<file path="src/rtl/vram_arbiter.sv">
// -----------------------------------------------------------------------------
// vram_arbiter
//
// Arbitrates a single-port video memory between an MCU write stream and a
// scanout read requester. MCU bytes arrive as strobes: cmdclk loads a start
// address, each dataclk queues one byte at the running write pointer, which
// then advances. Queued writes drain to memory whenever scanout is not asking.
// Scanout reads take priority over queued writes.
//
// Optional feature (macro VRAM_ARB_STARVE_GUARD_EN): a starvation guard that
// forces one queued write after STARVE_LIMIT consecutive completed reads while
// writes are waiting. Without the macro, reads have strict priority.
//
// Ports:
//   sysclk     in   clock, rising edge
//   rst        in   asynchronous active-high reset
//   cmdclk     in   strobe: address is valid
//   address    in   [31:0] MCU start address, low ADDR_W bits used
//   dataclk    in   strobe: data_in is valid
//   data_in    in   [7:0] MCU pixel byte
//   scan_req   in   scanout read request, held until scan_ack
//   scan_addr  in   [ADDR_W-1:0] scanout read address
//   scan_ack   out  one-cycle read-complete pulse
//   scan_data  out  [7:0] read byte, valid with scan_ack
//   mem_addr   out  [ADDR_W-1:0] memory address
//   mem_wdata  out  [7:0] memory write data
//   mem_we     out  memory write enable
//   mem_re     out  memory read enable
//   mem_rdata  in   [7:0] memory read data, valid one cycle after mem_re
//   fifo_full  out  write FIFO holds FIFO_DEPTH entries
//   overflow   out  sticky: a byte was dropped on a full FIFO
// -----------------------------------------------------------------------------
module vram_arbiter #(
    parameter int ADDR_W       = 19,
    parameter int FIFO_DEPTH   = 8,
    parameter int STARVE_LIMIT = 4
) (
    input  logic              sysclk,
    input  logic              rst,
    input  logic              cmdclk,
    input  logic [31:0]       address,
    input  logic              dataclk,
    input  logic [7:0]        data_in,
    input  logic              scan_req,
    input  logic [ADDR_W-1:0] scan_addr,
    output logic              scan_ack,
    output logic [7:0]        scan_data,
    output logic [ADDR_W-1:0] mem_addr,
    output logic [7:0]        mem_wdata,
    output logic              mem_we,
    output logic              mem_re,
    input  logic [7:0]        mem_rdata,
    output logic              fifo_full,
    output logic              overflow
);

    localparam int PTR_W = $clog2(FIFO_DEPTH);
    localparam int CNT_W = PTR_W + 1;

    typedef enum logic [1:0] {
        IDLE  = 2'd0,
        READ  = 2'd1,
        RDONE = 2'd2,
        WRITE = 2'd3
    } state_t;

    state_t state, state_nxt;

    // Upper address bits are intentionally ignored.
    if (ADDR_W < 32) begin : g_addr_hi
        logic unused_addr_hi;
        assign unused_addr_hi = ^address[31:ADDR_W];
    end

    // ---------------------------------------------------------------
    // Write pointer and write FIFO
    // ---------------------------------------------------------------
    logic [ADDR_W-1:0] wptr;
    logic [ADDR_W-1:0] addr_sel;
    logic [ADDR_W-1:0] fifo_addr [FIFO_DEPTH];
    logic [7:0]        fifo_data [FIFO_DEPTH];
    logic [PTR_W-1:0]  wr_ptr, rd_ptr;
    logic [CNT_W-1:0]  count;
    logic              fifo_empty;
    logic              push, pop;

    // A coincident cmdclk takes effect for the byte arriving in the same cycle.
    assign addr_sel   = cmdclk ? address[ADDR_W-1:0] : wptr;
    assign fifo_full  = (count == CNT_W'(FIFO_DEPTH));
    assign fifo_empty = (count == '0);
    // Acceptance depends only on the pre-edge fullness, so a same-cycle pop
    // does not make room for the incoming byte.
    assign push       = dataclk && !fifo_full;

    always_ff @(posedge sysclk or posedge rst) begin
        if (rst) begin
            wptr     <= '0;
            wr_ptr   <= '0;
            rd_ptr   <= '0;
            count    <= '0;
            overflow <= 1'b0;
        end else begin
            // The pointer advances even when the byte is dropped.
            if (dataclk) begin
                wptr <= addr_sel + 1'b1;
            end else if (cmdclk) begin
                wptr <= address[ADDR_W-1:0];
            end
            if (dataclk && fifo_full) begin
                overflow <= 1'b1;
            end
            if (push) begin
                wr_ptr <= wr_ptr + 1'b1;
            end
            if (pop) begin
                rd_ptr <= rd_ptr + 1'b1;
            end
            case ({push, pop})
                2'b10:   count <= count + 1'b1;
                2'b01:   count <= count - 1'b1;
                default: count <= count;
            endcase
        end
    end

    // FIFO storage carries data only and needs no reset.
    always_ff @(posedge sysclk) begin
        if (push) begin
            fifo_addr[wr_ptr] <= addr_sel;
            fifo_data[wr_ptr] <= data_in;
        end
    end

    // ---------------------------------------------------------------
    // Starvation guard
    // ---------------------------------------------------------------
    logic starve_force;

`ifdef VRAM_ARB_STARVE_GUARD_EN
    localparam int SC_W = $clog2(STARVE_LIMIT + 1);
    logic [SC_W-1:0] starve_cnt;

    always_ff @(posedge sysclk or posedge rst) begin
        if (rst) begin
            starve_cnt <= '0;
        end else if (state == WRITE || fifo_empty) begin
            starve_cnt <= '0;
        end else if (state == RDONE && starve_cnt < SC_W'(STARVE_LIMIT)) begin
            starve_cnt <= starve_cnt + 1'b1;
        end
    end

    assign starve_force = (starve_cnt >= SC_W'(STARVE_LIMIT));
`else
    localparam int unused_starve_limit = STARVE_LIMIT;
    assign starve_force = 1'b0;
`endif

    // ---------------------------------------------------------------
    // Arbitration FSM: memory-side outputs are registered, so the
    // strobe for a state is computed on the transition into it.
    // ---------------------------------------------------------------
    logic              mem_re_d, mem_we_d, scan_ack_d;
    logic [ADDR_W-1:0] mem_addr_d;
    logic [7:0]        mem_wdata_d, scan_data_d;

    always_comb begin
        state_nxt   = state;
        mem_re_d    = 1'b0;
        mem_we_d    = 1'b0;
        scan_ack_d  = 1'b0;
        mem_addr_d  = mem_addr;
        mem_wdata_d = mem_wdata;
        scan_data_d = scan_data;
        pop         = 1'b0;
        case (state)
            IDLE: begin
                // During the ack cycle the requester still holds scan_req for
                // the read just retired; wait one cycle so it is not re-served.
                if (scan_ack) begin
                    state_nxt = IDLE;
                end else if (!fifo_empty && (starve_force || !scan_req)) begin
                    state_nxt   = WRITE;
                    mem_we_d    = 1'b1;
                    mem_addr_d  = fifo_addr[rd_ptr];
                    mem_wdata_d = fifo_data[rd_ptr];
                    pop         = 1'b1;
                end else if (scan_req) begin
                    state_nxt  = READ;
                    mem_re_d   = 1'b1;
                    mem_addr_d = scan_addr;
                end
            end
            READ: begin
                state_nxt = RDONE;
            end
            RDONE: begin
                state_nxt   = IDLE;
                scan_ack_d  = 1'b1;
                scan_data_d = mem_rdata;
            end
            WRITE: begin
                state_nxt = IDLE;
            end
            default: begin
                state_nxt = IDLE;
            end
        endcase
    end

    always_ff @(posedge sysclk or posedge rst) begin
        if (rst) begin
            state     <= IDLE;
            mem_re    <= 1'b0;
            mem_we    <= 1'b0;
            scan_ack  <= 1'b0;
            mem_addr  <= '0;
            mem_wdata <= '0;
            scan_data <= '0;
        end else begin
            state     <= state_nxt;
            mem_re    <= mem_re_d;
            mem_we    <= mem_we_d;
            scan_ack  <= scan_ack_d;
            mem_addr  <= mem_addr_d;
            mem_wdata <= mem_wdata_d;
            scan_data <= scan_data_d;
        end
    end

endmodule

</file>
<file path="config.mk">
export PLATFORM = sky130hd
export DESIGN_NAME = vram_arbiter
export DESIGN_NICKNAME = d
export VERILOG_FILES = /design/src/rtl/vram_arbiter.sv
export SDC_FILE = /design/constraint.sdc
export NUM_CORES = 1
export LEC_CHECK = 0
export CORE_MARGIN = 2
export CORE_UTILIZATION = 45
export DETAILED_ROUTE_END_ITERATION = 8
export PLACE_DENSITY_LB_ADDON = 0.3
export SYNTH_ARGS = -nofsm -noshare
export SYNTH_HDL_FRONTEND = slang
export SYNTH_SLANG_ARGS = --single-unit
export TNS_END_PERCENT = 10
</file>
<file path="constraint.sdc">
create_clock -name sysclk -period 8.4 [get_ports sysclk]
set_input_delay 1.26 -clock sysclk [delete_from_list [all_inputs] [get_ports sysclk]]
set_output_delay 1.26 -clock sysclk [all_outputs]
set_load 0.02 [all_outputs]
</file>
# == After elaboration in Yosys (flattened, before gate mapping) ==
# Memories as Yosys holds them, arrays and structs flattened. A register that Yosys moved wholly into a read port is not among the register bits.
# Cells that the tools add are included.
# word_totals
register_bits,62
latchBits,0
ram_bits,216
rom_bits,0
output_inout_bits,40
wordCells,58
mem_count,2
# op_classes
add_sub_neg,5
n_mul,0
n_div,0
order_cmp,0
eq_ne,7
n_shift,0
n_mux,19
n_bitwise,1
n_reduce_logical,13
# mem_list
memory,words,word_bits,read_ports,rd_ports_with_merged_regs,write_ports,line,text
fifo_addr,8,19,1,0,1,80,logic [ADDR_W-1:0] fifo_addr [FIFO_DEPTH];
fifo_data,8,8,1,1,1,81,logic [7:0] fifo_data [FIFO_DEPTH];
# op_table
operator,n
two-way mux 19 bit,4
"adder 19 x 1 -> 19 bit, second input constant",1
two-way mux 1 bit,10
case mux 4 bit (2 select lines),1
"adder 3 x 1 -> 3 bit, second input constant",2
"equality test 2 bit, second input constant",3
two-way mux 2 bit,3
case mux 2 bit (3 select lines),1
AND reduction 3 bit,2
"adder 4 x 1 -> 4 bit, second input constant",1
"equality test 2 x 1 -> 1 bit, second input constant",2
"equality test 4 bit, second input constant",1
zero test 4 bit,1
"inequality test 4 bit, second input constant",1
nonzero test 2 bit,2
"subtractor 4 x 1 -> 4 bit, second input constant",1
logical AND 1 bit,3
zero test 1 bit,3
zero test 2 bit,1
OR reduction 2 bit,1
inverter 1 bit,1

# == Depth between registers and ports, before layout ==
# Gate-level depths: netlist of the first run.
# depth
ltp_word,8
ltp_mapped,11
ltp_nobuf,10

# == Worst setup path after synthesis of the first run ==
# OpenSTA, ideal clock, no wires.
# synth_path
path_kind,input to register
start,input dataclk
end,memory fifo_addr[0][0] (enable)
setup_time_ps,479
t_arrival_ps,4378
t_required_ps,7921
setup_slack_ps,3543
path_stages,4
cell_sequence,inv_1 > nor2_1 > clkinv_1 > nor4_1
# synth_via
elab_chain_len,3
# synth_rtl
element,line,text
from (decl),42,"input logic dataclk,"
logical AND 1 bit,93,assign push = dataclk && !fifo_full;
two-way mux 1 bit,128,if (push) begin
two-way mux 1 bit (not written as such),129,fifo_addr[wr_ptr] <= addr_sel;
to (decl),80,
# Every way passes these cells.

# == Worst setup path after layout of the first run ==
# layout_path
start,register count[2]
end,output fifo_full
# layout_via
elab_chain_len,1
# layout_rtl
element,line,text
from (decl),83,logic [CNT_W-1:0] count;
from (signal assigned),119,2'b10: count <= count + 1'b1;
from (signal assigned),120,2'b01: count <= count - 1'b1;
from (signal assigned),121,default: count <= count;
equality test 4 bit,89,assign fifo_full = (count == CNT_W'(FIFO_DEPTH));
to (decl),53,"output logic fifo_full,"
# Every way passes these cells.

==> results of run 1 <==
-- final cells by class --
class                   count  area share
flip-flops and latches    286       0.590
multi-input cells         298       0.227
repair buffers            113      0.0783
clock buffers              40      0.0578
well taps                 330      0.0296
clock inverters            13      0.0142
inverters                  13     0.00349
-- power by group through the flow --
stage	Sequential (W)	Combinational [W]	Clock, W
global route	0.00200	0.00161	0.00142
global placement	0.00197	0.00147	0
detailed placement	0.00200	0.00151	0
CTS	0.00197	0.00152	0.00136
floorplan	0.00208	0.000928	0
finish	0.00197	0.00149	0.00134
-- per-layer routing --
layer,up-vias,share of wire,global-route usage
li1,2725,-,-
met1,3104,0.43,0.244
met2,154,0.51,0.312
met3,33,0.042,0.0236
met4,0,0.017,0.0474
met5,-,0,0
-- flip-flops by register name, indices dropped and copies added, names as in the netlist --
signal,cells
count,4
fifo_addr,152
fifo_data,64
mem_addr,19
mem_re,1
mem_wdata,8
mem_we,1
overflow,1
rd_ptr,3
scan_ack,1
scan_data,8
state,2
wptr,19
wr_ptr,3
-- kinds of logic (layout without fill, tap and decap cells) --
logic type                 after synthesis  after routing  synth area share
muxes                                  111            111             0.169
and+or+nand+nor                         93             93            0.0389
adders and majority gates                6              6           0.00646
xor gates and xnor gates                27             27            0.0204
buffers and inverters                   43            179            0.0232
DFF                                    286            286             0.709
AOI/OAI and AO/OA                       61             61            0.0331
-- path summary, 6_finish.rpt --
kind / start / end / slack (ns) / cells past startpoint
max: count[2] / fifo_full / 4.46 / 2
min: count[3] / count[3] / 0.50 / 1
max reg2reg: count[2] / count[2] / 5.28 / 10
min reg2reg: count[3] / count[3] / 0.50 / 1
max in group asynchronous: rst / rd_ptr[0] / 6.39 / 3
min in group asynchronous: rst / scan_data[7] / 1.35 / 3
-- worst max-delay path, cell delays in order, from the launching register on --
cell             delay [ns]
dfrtp_1                0.44
nor4b_1                0.93
clkdlybuf4s50_1        0.78
-- cell usage in the layout (no fill, tap or decap), types with 2 or more instances in the layout --
master	count
inv_1	11
clkbuf_8	4
dfrtp_1	68
nor4_1	2
nand4_1	10
nand4b_1	3
mux2i_1	16
edfxtp_1	216
clkinv_2	5
clkdlybuf4s50_1	98
xnor2_1	22
nor3_2	4
a22oi_1	20
nand2b_1	4
o21ai_0	2
nor2_1	31
a211oi_1	3
mux4_1	32
a21oi_1	30
clkbuf_1	7
nand3b_1	4
nand3_1	8
nor2_4	3
nand2_1	18
mux4_2	22
clkinv_1	2
xor2_1	5
dfrtp_2	2
bufinv_16	5
ha_1	6
buf_4	15
mux2_2	41
clkbuf_16	29
a21o_1	2
-- through the flow --
step	cells	cell area [µm²]	hold WS (ns)	util	power (W)
2_1_floorplan	627	11600	0.460	-	0.00301
5_1_grt	1093	14000	0.512	0.553	0.00503
4_1_cts	1093	14000	0.496	0.553	0.00485
3_3_place_gp	1040	13000	0.474	0.513	0.00345
6_report	1093	14000	0.499	0.553	0.00479
3_5_place_dp	1040	13000	0.487	0.513	0.00351
==> flow_summary_export.csv, run 1 <==
group,metric,value,unit
status,status,"completed",
sta,final-setup-viol-count,0,
power,pwr-share-comb,0.310,
synth,synth-seq-cells,286,
final_layout,n_fill_cell,1936,
placement,io_buffers,98,
power,internal-power,0.00337,W
sta,worst_pin_slew,1.18,ns
sta,rsz0062_at_grt,"false",
routing,vias,6016,
synth,syn-num-nets,705,
floorplanning,initial_core_util,0.460,
routing,postRouteAntennaNets,0,
clock_tree,htreeDepth,1,
sta,period_needed,3.94,ns
clock_tree,cts_resized,0,
floorplanning,die_area,27100,µm²
floorplanning,core_area,25300,µm²
routing,vias_per_cell,5.50,
synth,yosysTopAreaCellShare,0.559,
synth,synth-edff-count,216,
sta,skew,0.00658,ns
synth,mappedNetlistArea,11600,µm²
clock_tree,clk_pin_slew,0.06,ns
worst_hold_path,hp-class,"register to register",
routing,first_pass_iters,5,
global_routing,grt_pass1_wl,36300,µm
sta,layout_setup_ws,4.46,ns
clock_tree,clk_latency,0.53,ns
global_routing,grt_max_degree,71,
clock_tree,cts_buffer_depth,3,
worst_setup_path,crit_path_max_fanout,6,
clock_tree,ctsRootBufferMaster,"clkbuf_16",
global_routing,antenna_found_initial,0,
worst_setup_path,required,7.14,ns
clock_tree,numCtsBuffers,29,
sta,slew_headroom,0.209,
final_layout,area.sequential,8240,µm²
power,p_clk_frac,0.279,
routing,wl,24000,µm
floorplanning,die_y,165,µm
power,p_leak,4.91,nW
final_layout,n_antenna_cell,0,
sta,fmax,0.254,GHz
worst_setup_path,crit_type,"register to output pin",
clock_tree,postCtsSetupBuffers,0,
power,seq_power_share,0.411,
final_layout,syn_to_final_growth,20.3,%
routing,detail_route.iter0.violations,277,
synth,yosysSeqAreaShare,0.709,
synth,ys_warn_count,0,
synth,ys_async_sr_fraction,0.245,
power,ir_worst_vdd,0.000300,V
placement,gp_congestion,0.770,
global_routing,grt_pass1_vias,6275,
sta,finalMaxSlewViolations,0,
synth,yosysTopAreaCell,"edfxtp_1",
synth,synth_cell_types,39,
worst_setup_path,worstPathArrival,2.68,ns
worst_setup_path,cp-start-kind,"register",
placement,pre_cts_slack,4.12,ns
floorplanning,io-pin-count,112,
global_routing,grt_remaining_overflow,0,
sta,fin_crit_sh,0.469,
synth,syn_inst,627,
final_layout,drive_gt1_frac,0.181,
floorplanning,row_count,58,
synth,synth_area_leaders,"edfxtp_1 56%, dfrtp_1 15%, mux4_1 7.2%",
synth,yosys-top-cells-count,"216 x edfxtp_1, 70 x dfrtp_1, 41 x mux2_2, 34 x nor2_1, 32 x mux4_1",
clock_tree,cts_sinks,286,
sta,hold_viol,0,
flow_run,cap_violations,0,
sta,tns,0,ns
floorplanning,die_x,165,µm
routing,post-route-drc-count,0,
synth,yosysMostFrequentCell,"edfxtp_1",
synth,synth_flop_cell,"edfxtp_1",
power,power_density,343,nW/µm²
global_routing,grtUsageTotal,0.181,
final_layout,multi_input_area,3170,µm²
synth,syn_avg_cell_area,18.5,µm²
power,power_switching_share,0.296,
clock_tree,cts_tree,"done",
worst_setup_path,critPathCaptureType,"output pin",
clock_tree,cts.hold.buffers_added,0,
power,power.net_switching,0.00142,W
placement,dp_hpwl,14400,µm
final_layout,fin_nets,819,
routing,wire_per_inst,21.9,µm
Note: power is estimated with default switching activity, not from simulation.
==> run 2, diff against run 1 <==
clock period = 3.7 ns   (was 8.4 ns; I/O delays follow)
==> run 2 against run 1 <==
First-iteration DRC count increased by 63%; final cell count increased by 1.2%; die area unchanged; utilization about the same; flip-flop and latch count unchanged; sequential power increased by 140%; sequential share of layout area about the same; worst setup slack got worse by 3.4 ns; non-clock buffer count increased by 14; clock skew increased by 0.0021 ns; critical path depth increased by 1; critical endpoint unchanged; largest cell class unchanged; largest power group unchanged.
==> flow_summary_export.csv, run 2 (same netlist as run 1, synthesis figures left out) <==
group,metric,value,unit
worst_setup_path,required,3.14,ns
sta,tns,0,ns
floorplanning,row_count,58,
floorplanning,die_area,27100,µm²
global_routing,grt_max_degree,55,
clock_tree,cts_sinks,286,
sta,hold_viol,0,
sta,fmax,0.375,GHz
final_layout,regMostFlops,"fifo_addr",
sta,final-setup-viol-count,0,
sta,slew_headroom,0.352,
final_layout,drive_gt1_frac,0.191,
final_layout,largest_reg_flops,152,
clock_tree,cts_resized,0,
power,power_density,762,nW/µm²
routing,postRouteAntennaNets,0,
worst_setup_path,critPathCaptureType,"output pin",
floorplanning,die_x,165,µm
worst_hold_path,hp-class,"register to register",
floorplanning,io-pin-count,112,
clock_tree,cts_tree,"done",
power,p_leak,4.93,nW
routing,wire_per_inst,21.5,µm
power,ir_worst_vdd,0.000430,V
final_layout,n_antenna_cell,0,
placement,placed_area,13100,µm²
sta,worst_pin_slew,0.972,ns
worst_setup_path,crit_type,"register to output pin",
worst_setup_path,cp-start-kind,"register",
sta,fin_crit_sh,0.721,
global_routing,grt_pass1_wl,36800,µm
clock_tree,clk_latency,0.53,ns
routing,vias,6099,
placement,dp.cells,1054,
sta,period_needed,2.67,ns
final_layout,fin_nets,832,
clock_tree,ctsRootBufferMaster,"clkbuf_16",
floorplanning,die_y,165,µm
final_layout,fin_area,14000,µm²
final_layout,final_common_cell,"edfxtp_1",
sta,skew,0.00871,ns
placement,io_buffers,98,
clock_tree,htreeDepth,1,
routing,first_pass_iters,5,
final_layout,final_cells,1106,
final_layout,final_cell_mix,"216 x edfxtp_1, 98 x clkdlybuf4s50_1, 67 x dfrtp_1",
clock_tree,numCtsBuffers,28,
power,power,0.0107,W
clock_tree,clk_pin_slew,0.06,ns
placement,dp_hpwl,15200,µm
routing,post-route-drc-count,0,
global_routing,grt_remaining_overflow,0,
clock_tree,cts_buffer_depth,3,
routing,vias_per_cell,5.51,
placement,gp_congestion,0.805,
worst_setup_path,crit_path_max_fanout,7,
floorplanning,initial_core_util,0.460,
status,status,"completed",
global_routing,grtUsageTotal,0.182,
routing,detail_route.iter0.violations,451,
clock_tree,postCtsSetupBuffers,0,
final_layout,fin_util,0.554,
final_layout,reg.largest.list,"fifo_addr (152), fifo_data (64)",
global_routing,grt_pass1_vias,6458,
floorplanning,core_area,25300,µm²
clock_tree,cts.hold.buffers_added,0,
flow_run,cap_violations,0,
sta,finalMaxSlewViolations,0,
routing,wl,23800,µm
global_routing,antenna_found_initial,0,
sta,rsz0062_at_grt,"false",
final_layout,syn_to_final_growth,20.4,%
worst_setup_path,worstPathArrival,2.11,ns
## run 2: cell count changes in the layout (fill, tap and decap cells not counted), moves of 2 or more
cell	previous run	this run
buf_4	15	29
nor2_2	1	4
clkbuf_8	4	2
bufinv_16	5	1
clkbuf_16	29	31
nor2_4	3	0
clkinv_1	2	5
## run 2: power by group
group / switching, W / leakage (nW) / internal [W]
clock: 0.00112 / 0.442 / 0.00163
sequential: 0.000471 / 2.77 / 0.00419
combinational: 0.00160 / 1.72 / 0.00164
## run 2: through the flow
stage                     setup WS (ns)  hold slack, ns
after floorplan                   0.146           0.460
after global placement            0.751           0.474
after detailed placement          0.667           0.496
after CTS                          1.03           0.510
after global routing              0.872           0.516
final                              1.03           0.506
## run 2: area by class of cell
class	instances	area, µm²
well taps	330	413
flip-flops and latches	286	8240
inverters	13	50.0
fillers	1899	11300
repair buffers	127	1200
multi-input cells	298	3160
clock buffers	41	833
clock inverters	11	80.1
## run 2: path summary, 6_finish.rpt
kind,start,end,slack [ns],depth (start not counted)
min in group asynchronous,rst,scan_data[1],0.55,2
hold / removal,scan_data[7],scan_data[7],0.51,1
setup / recovery,count[1],fifo_full,1.03,3
setup reg to reg,rd_ptr[1],mem_addr[6],1.16,5
max in group asynchronous,rst,mem_addr[6],2.34,3
hold reg to reg,scan_data[7],scan_data[7],0.51,1
## run 2: metal layers
layer | routed length, µm | vias to the layer above | track usage
met5 | 0 | - | 0
li1 | - | 2749 | -
met3 | 1160 | 31 | 0.0279
met1 | 10200 | 3157 | 0.238
met4 | 388 | 0 | 0.0478
met2 | 12000 | 162 | 0.321
## run 2: worst max-delay path: stages, from the launching register on
cell and delay, ns:
dfrtp_1 0.45, nor4b_1 0.33, buf_4 0.20, clkdlybuf4s50_1 0.60
